--- src/rtl/bishift_pkg.sv ---
// Shared types and helpers for the data-reversal bidirectional shifter pipeline.
// A stage_t bundles one in-flight request: valid, partially shifted data and its control flags.
package bishift_pkg;

  localparam int DEF_WIDTH = 8;
  localparam int DEF_SELW  = 3;

  typedef struct packed {
    logic                 valid;
    logic [DEF_WIDTH-1:0] data;
    logic                 left;
    logic                 rot;
    logic [DEF_SELW-1:0]  sel;
  } stage_t;

  function automatic logic [DEF_WIDTH-1:0] bitrev(input logic [DEF_WIDTH-1:0] x);
    logic [DEF_WIDTH-1:0] r;
    for (int i = 0; i < DEF_WIDTH; i++) r[i] = x[DEF_WIDTH-1-i];
    return r;
  endfunction

endpackage

--- src/rtl/bishift_stage.sv ---
// One log-shifter level: right-shift or rotate by SHAMT when its sel bit is set, then register.
// It owns its valid bit and loads whenever it is empty or its contents leave this cycle.
module bishift_stage
  import bishift_pkg::*;
#(
  parameter int SHAMT = 1
) (
  input  logic   clk,
  input  logic   rst_n,
  input  stage_t up,
  input  logic   dn_ready,
  output logic   up_ready,
  output stage_t q
);

  localparam int W = DEF_WIDTH;
  localparam int K = $clog2(SHAMT);

  logic   adv;
  stage_t nxt;

  always_comb begin
    adv      = q.valid & dn_ready;
    up_ready = !q.valid | adv;
    nxt      = up;
    if (up.sel[K]) begin
      if (up.rot) nxt.data = (up.data >> SHAMT) | (up.data << (W - SHAMT));
      else        nxt.data = up.data >> SHAMT;
    end
  end

  // Data only changes on a real load, so a drained stage keeps its last contents.
  always_ff @(posedge clk or negedge rst_n) begin
    if (!rst_n) begin
      q <= '0;
    end else if (up_ready && up.valid) begin
      q <= nxt;
    end else if (adv) begin
      q.valid <= 1'b0;
    end
  end

endmodule

--- src/rtl/bishift_datarev_pipe.sv ---
// Pipelined bidirectional shifter: left shifts are done as reverse / right-shift / reverse.
// One log level per register stage, valid/ready on both sides, ready ripples back combinationally.
module bishift_datarev_pipe
  import bishift_pkg::*;
#(
  parameter int WIDTH = DEF_WIDTH,
  parameter int SELW  = DEF_SELW
) (
  input  logic             clk,
  input  logic             rst_n,
  input  logic             in_valid,
  output logic             in_ready,
  input  logic [WIDTH-1:0] in_data,
  input  logic             in_left,
  input  logic             in_rot,
  input  logic [SELW-1:0]  in_sel,
  output logic             out_valid,
  input  logic             out_ready,
  output logic [WIDTH-1:0] out_data,
  output logic             out_left
);

  // The stage record is sized by the package, so the instance must match it.
  if (WIDTH != DEF_WIDTH || SELW != DEF_SELW || WIDTH != (1 << SELW)) begin : g_bad_param
    $error("bishift_datarev_pipe: WIDTH/SELW must match bishift_pkg defaults");
  end

  stage_t entry;
  stage_t last;

  always_comb begin
    entry.valid = in_valid;
    entry.data  = in_left ? bitrev(in_data) : in_data;
    entry.left  = in_left;
    entry.rot   = in_rot;
    entry.sel   = in_sel;
  end

  for (genvar k = 0; k < SELW; k++) begin : g_st
    stage_t up_s;
    stage_t q;
    logic   up_rdy;
    logic   dn_rdy;

    if (k == 0) begin : g_first
      assign up_s = entry;
    end else begin : g_mid
      assign up_s = g_st[k-1].q;
    end

    if (k == SELW - 1) begin : g_tail
      assign dn_rdy = out_ready;
    end else begin : g_link
      assign dn_rdy = g_st[k+1].up_rdy;
    end

    bishift_stage #(.SHAMT(1 << k)) u_stage (
      .clk      (clk),
      .rst_n    (rst_n),
      .up       (up_s),
      .dn_ready (dn_rdy),
      .up_ready (up_rdy),
      .q        (q)
    );
  end

  assign last      = g_st[SELW-1].q;
  assign in_ready  = g_st[0].up_rdy;
  assign out_valid = last.valid;
  assign out_left  = last.left;
  assign out_data  = last.left ? bitrev(last.data) : last.data;

endmodule
--- config.mk ---
export PLATFORM = sky130hd
export DESIGN_NAME = bishift_datarev_pipe
export DESIGN_NICKNAME = d
export VERILOG_FILES = /design/src/rtl/bishift_pkg.sv /design/src/rtl/bishift_stage.sv /design/src/rtl/bishift_datarev_pipe.sv
export SDC_FILE = /design/constraint.sdc
export NUM_CORES = 1
export LEC_CHECK = 0
export CORE_MARGIN = 2
export CORE_UTILIZATION = 50
export DETAILED_ROUTE_END_ITERATION = 10
export GPL_TIMING_DRIVEN = 1
export PLACE_DENSITY = 0.8
export SLEW_MARGIN = 15
export SYNTH_ARGS = -nofsm -noshare
export SYNTH_HDL_FRONTEND = slang
export SYNTH_SLANG_ARGS = --single-unit
--- constraint.sdc ---
create_clock -name clk -period 1.85 [get_ports clk]
set_input_delay 0.4625 -clock clk [delete_from_list [all_inputs] [get_ports clk]]
set_output_delay 0.4625 -clock clk [all_outputs]
set_load 0.05 [all_outputs]
**After elaboration in Yosys (flattened, before gate mapping)**

Index checks and enable logic that the tools add are counted.

- Flip-flop bits (word level): 38
- Bits of input ports: 17
- Output and inout port bits: 11
- Word-level logic and storage cells: 45

- Mux-type cells: 14
- Bitwise operators: 9
- Reductions and logical operators: 9

Operator list:

| kind | count |
|---|---|
| 8-bit 2-to-1 mux | 8 |
| 4-bit by 8-bit OR with 8-bit output | 1 |
| 6-bit by 8-bit OR with 8-bit output | 1 |
| 7-bit by 8-bit OR with 8-bit output | 1 |
| 1-bit 2-to-1 mux | 6 |
| 2-bit nonzero test | 3 |
| 1-bit AND | 3 |
| 1-bit logical AND | 3 |
| 1-bit logical NOT | 3 |
| 1-bit OR | 3 |

**Depth between registers and ports, before layout**

- Depth in word-level cells: 8
- Depth in mapped cells: 4
- Depth with buffers taken out: 3

**By module**

Synthesis repeated with hierarchy kept, for this count alone.

- Cell total of the unflattened synthesis: 173
- Area, all modules: 2,247.2 um2

Modules (own cells, without submodules):

| module | instances | cells each | area an instance (um2) |
|---|---|---|---|
| bishift_stage (g_st[2].u_stage) | 1 | 53 | 684.4 |
| bishift_stage (g_st[0].u_stage) | 1 | 51 | 661.9 |
| bishift_stage (g_st[1].u_stage) | 1 | 51 | 638.1 |
| bishift_datarev_pipe | 1 | 18 | 262.8 |

**Worst setup path after synthesis**

Ideal clock, no wire load.

- Path type: reg-to-reg
- Start point: register g_st[2].u_stage.q[13] (netlist name)
- End point: register g_st[0].u_stage.q[10] (netlist name)
- Library setup time: 0.125 ns
- Arrival: 1.707 ns
- Path slack: 0.018 ns
- Stages on the path, launching flop included: 5
- Buffers on the path: 1
- Path through: dfrtp_1 -> nand4b_4 -> nand2_2 -> buf_6 -> mux2_2

- Word-level cells in the longest chain between the ends: 7

RTL lines:

| what | RTL line | text |
|---|---|---|
| 1-bit AND or 1-bit logical NOT (tied branches) | bishift_stage.sv:23, bishift_stage.sv:24 |  |
| 1-bit OR * | bishift_stage.sv:24 | `up_ready = !q.valid \| adv;` |
| 1-bit AND * | bishift_stage.sv:23 | `adv = q.valid & dn_ready;` |
| 1-bit OR * | bishift_stage.sv:24 |  |
| 1-bit AND * | bishift_stage.sv:23 |  |
| 1-bit OR * | bishift_stage.sv:24 |  |
| via in_ready | bishift_datarev_pipe.sv:12 | `output logic in_ready,` |
| 1-bit logical AND * | bishift_stage.sv:36 | `end else if (up_ready && up.valid) begin` |

Mark *: on every way through the listed nets, which the timed path passes. The rest lies on a longest branch.
A chain may end at the register's enable or synchronous reset.

**Worst setup path in the final report**

- Start point: register g_st[2].u_stage.q[4] (netlist name)
- End point: output out_data[0]

- Word-level cells in the longest chain between the ends: 1

RTL lines:

| what | RTL line | text |
|---|---|---|
| 8-bit 2-to-1 mux | bishift_datarev_pipe.sv:71 | `assign out_data = last.left ? bitrev(last.data) : last.data;` |
| end: declaration | bishift_datarev_pipe.sv:19 | `output logic [WIDTH-1:0] out_data,` |

Every way passes these cells.

==> out/qor.txt <==
outcome: finished clean
port bufs: 27
Die H: 64.2 um
Yosys Warn Count: 0
post-synth cell types: 20
Num CTS Buffers: 5
Comb pwr share: 48.4%
vias: 1264
Final GP Congestion: 0.778
first-pass GRT wire length: 5.98 mm
endpoints failing hold: 0
Leak: 1.04 nW
R2R Setup Slk: 0.42 ns
gr ovfl total: 0
hold_ws: 0.520 ns
Routed Antenna Nets: 0
Critical Path Sink Type: output pin
Core Util, Final: 67.2%
Row Count: 21
post-synthesis sequential area ratio: 48.3%
IR Drop Worst-Case VDD: 0.455 mV
Worst setup startpoint: g_st[2].u_stage.q[4]$_DFFE_PN0P_
Cells after Synth: 146
vias per inst: 5.52
f_max: 551 MHz
Hold Crit Class: input port to async pin
core area: 3420 um^2
drt wl/cell: 14.7 um
kind of critical path: register to output pin
sw frac: 40.0%
type of origin of the critical path: register
Critical Path Fanout Max: 5
final setup vio count: 0
Worst Skew: 0.00457 ns
H-Tree Depth: 2
syn_nets: 163
Clock power frac: 14.7%
DPL Wire Length: 2.55 mm
Async S/R FF share, synth: 100%
top post-synthesis cells by area: dfrtp_1 (48%), mux2_2 (17%), mux2i_1 (16%)
Longest Clk Path Bufs: 2
share of cells above drive strength 1: 34.4%
Power Dens Cells: 1400 nW/um^2
clk slew on worst S/H paths: 0.10 ns
global-route usage over all layers: 19.0%
crit share post-route: 98.1%
Flop pwr share: 36.9%
Post-synth top cells: dfrtp_1 (35), mux2i_1 (29), mux2_2 (27)
top flop regs: g_st.u_stage.q (35)
Tmin final: 1.81 ns
initial antenna violation count: 0
residual DRC count: 0
ys flop type: dfrtp_1
Most flops, register: g_st.u_stage.q
CTS sink cnt: 35
max reg flops: 35
NumNets Final: 199
vias in the first global route: 1349
EDFF count, synth: 0
CTS root buf: clkbuf_4
most frequent cell after synthesis: dfrtp_1
Post-CTS Hold Fix Bufs: 0
synthesized flop and latch total: 35
count of pins over their slew limit: 0
TritonRoute pass-1 iters: 4
Worst Path Required: 1.39 ns
Slew @ Worst Pin: 0.438 ns
Internal: 1.93 mW
worst r2r src: g_st[2].u_stage.q[13]$_DFFE_PN0P_
RSZ-0062 raised after global routing: true
syn avg cell area: 12.4 um^2
Clock Latency Late Sink: 0.34 ns
Die Wd: 64.2 um
pin count of the biggest net entering global routing: 36
antenna cell count: 0
dpl ws: -0.0470 ns
post-synth top area share: 48.3%
Area Growth Syn to Fin: 26.6%
Synth area leader: dfrtp_1
DR iter-0 viols: 49
Post-Syn Area: 1810 um^2
I/O pins: 28
Total Die Area: 4120 um^2
Rel. slew slack: 70.8%
Detailed Route WL: 3.36 mm
Switching Power: 1.29 mW
setup slack after layout: 0.0357 ns
CTS tree: yes
Worst Path Arrival: 1.35 ns
Initial Util: 53.1%
MaxCap Viol Count: 0
Setup TNS: 0 ns
==> layout by cell type (no fill, tap or decap) <==
cell type	synthesis	routed
mux2_2	27	27
o21ai_0	4	4
buf_12	0	4
buf_6	1	10
nand4b_4	1	1
nand2_4	1	1
nand3_1	4	4
a31oi_1	11	11
nor2b_1	2	2
a21oi_1	9	9
nand2b_1	4	4
o22ai_1	1	1
mux2i_1	29	29
clkbuf_8	0	2
nand3b_2	1	1
buf_4	3	8
nand2_1	1	1
clkbuf_1	0	1
dfrtp_1	35	33
nand2_2	2	2
clkdlybuf4s50_1	0	16
clkbuf_4	0	5
dfrtp_2	0	2
xnor2_1	1	1
inv_1	4	4
==> kinds of logic after synthesis <==
family / share of synthesized area [%]
mux: 32.8
compound gates: 7.73
xor+xnor: 0.483
simple gates: 6.62
buf+inv: 4.07
flops: 48.3
==> worst paths after layout <==
check	cells past startpoint	endpoint
setup reg to reg	3	g_st[0].u_stage.q[9]$_DFFE_PN0P_
min in group clk	1	g_st[2].u_stage.q[4]$_DFFE_PN0P_
max in group asynchronous	2	g_st[0].u_stage.q[13]$_DFFE_PN0P_
setup / recovery	3	out_data[0]
hold reg to reg	1	g_st[2].u_stage.q[4]$_DFFE_PN0P_
hold / removal	2	g_st[2].u_stage.q[6]$_DFFE_PN0P_
==> area by class of cell <==
type / count / area (um^2)
multi-input combinational: 98 / 863
clock buffer: 8 / 68.8
sequential: 35 / 878
inverter: 4 / 15.0
fill: 281 / 1120
tap: 46 / 57.6
timing repair buffer: 38 / 413
==> per-layer routing <==
layer | vias to the layer above | share of wire [%] | global-route usage (%)
li1 | 612 | - | -
met1 | 610 | 39 | 19.4
met2 | 34 | 53 | 35.4
met3 | 8 | 5.4 | 6.51
met4 | 0 | 1.9 | 6.91
met5 | - | 0 | 0
==> repair_timing <==
action,CTS,global route
buffers inserted,2,1
setup endpoints to repair,8,9
resized for setup,2,11
==> power by group through the flow <==
| stage | registers, mW | clock network, mW | logic [mW] |
|---|---|---|---|
| after floorplan | 1.14 | 0 | 1.03 |
| after global placement | 1.20 | 0 | 1.34 |
| after detailed placement | 1.22 | 0 | 1.38 |
| after CTS | 1.18 | 0.479 | 1.45 |
| after global routing | 1.22 | 0.512 | 1.67 |
| final | 1.19 | 0.472 | 1.56 |
==> through the flow <==
| step | instances | area [um^2] | power, mW |
|---|---|---|---|
| final | 229 | 2300 | 3.21 |
| after global routing | 229 | 2300 | 3.40 |
| after CTS | 228 | 2250 | 3.11 |
| after detailed placement | 218 | 2160 | 2.60 |
| after global placement | 218 | 2160 | 2.54 |
| after floorplan | 146 | 1810 | 2.18 |
==> worst max-delay path: stages, from the launching register on <==
cell	delay (ns)
dfrtp_2	0.39
buf_6	0.12
mux2_2	0.34
buf_6	0.15
Power figures use the tool's default switching activity.
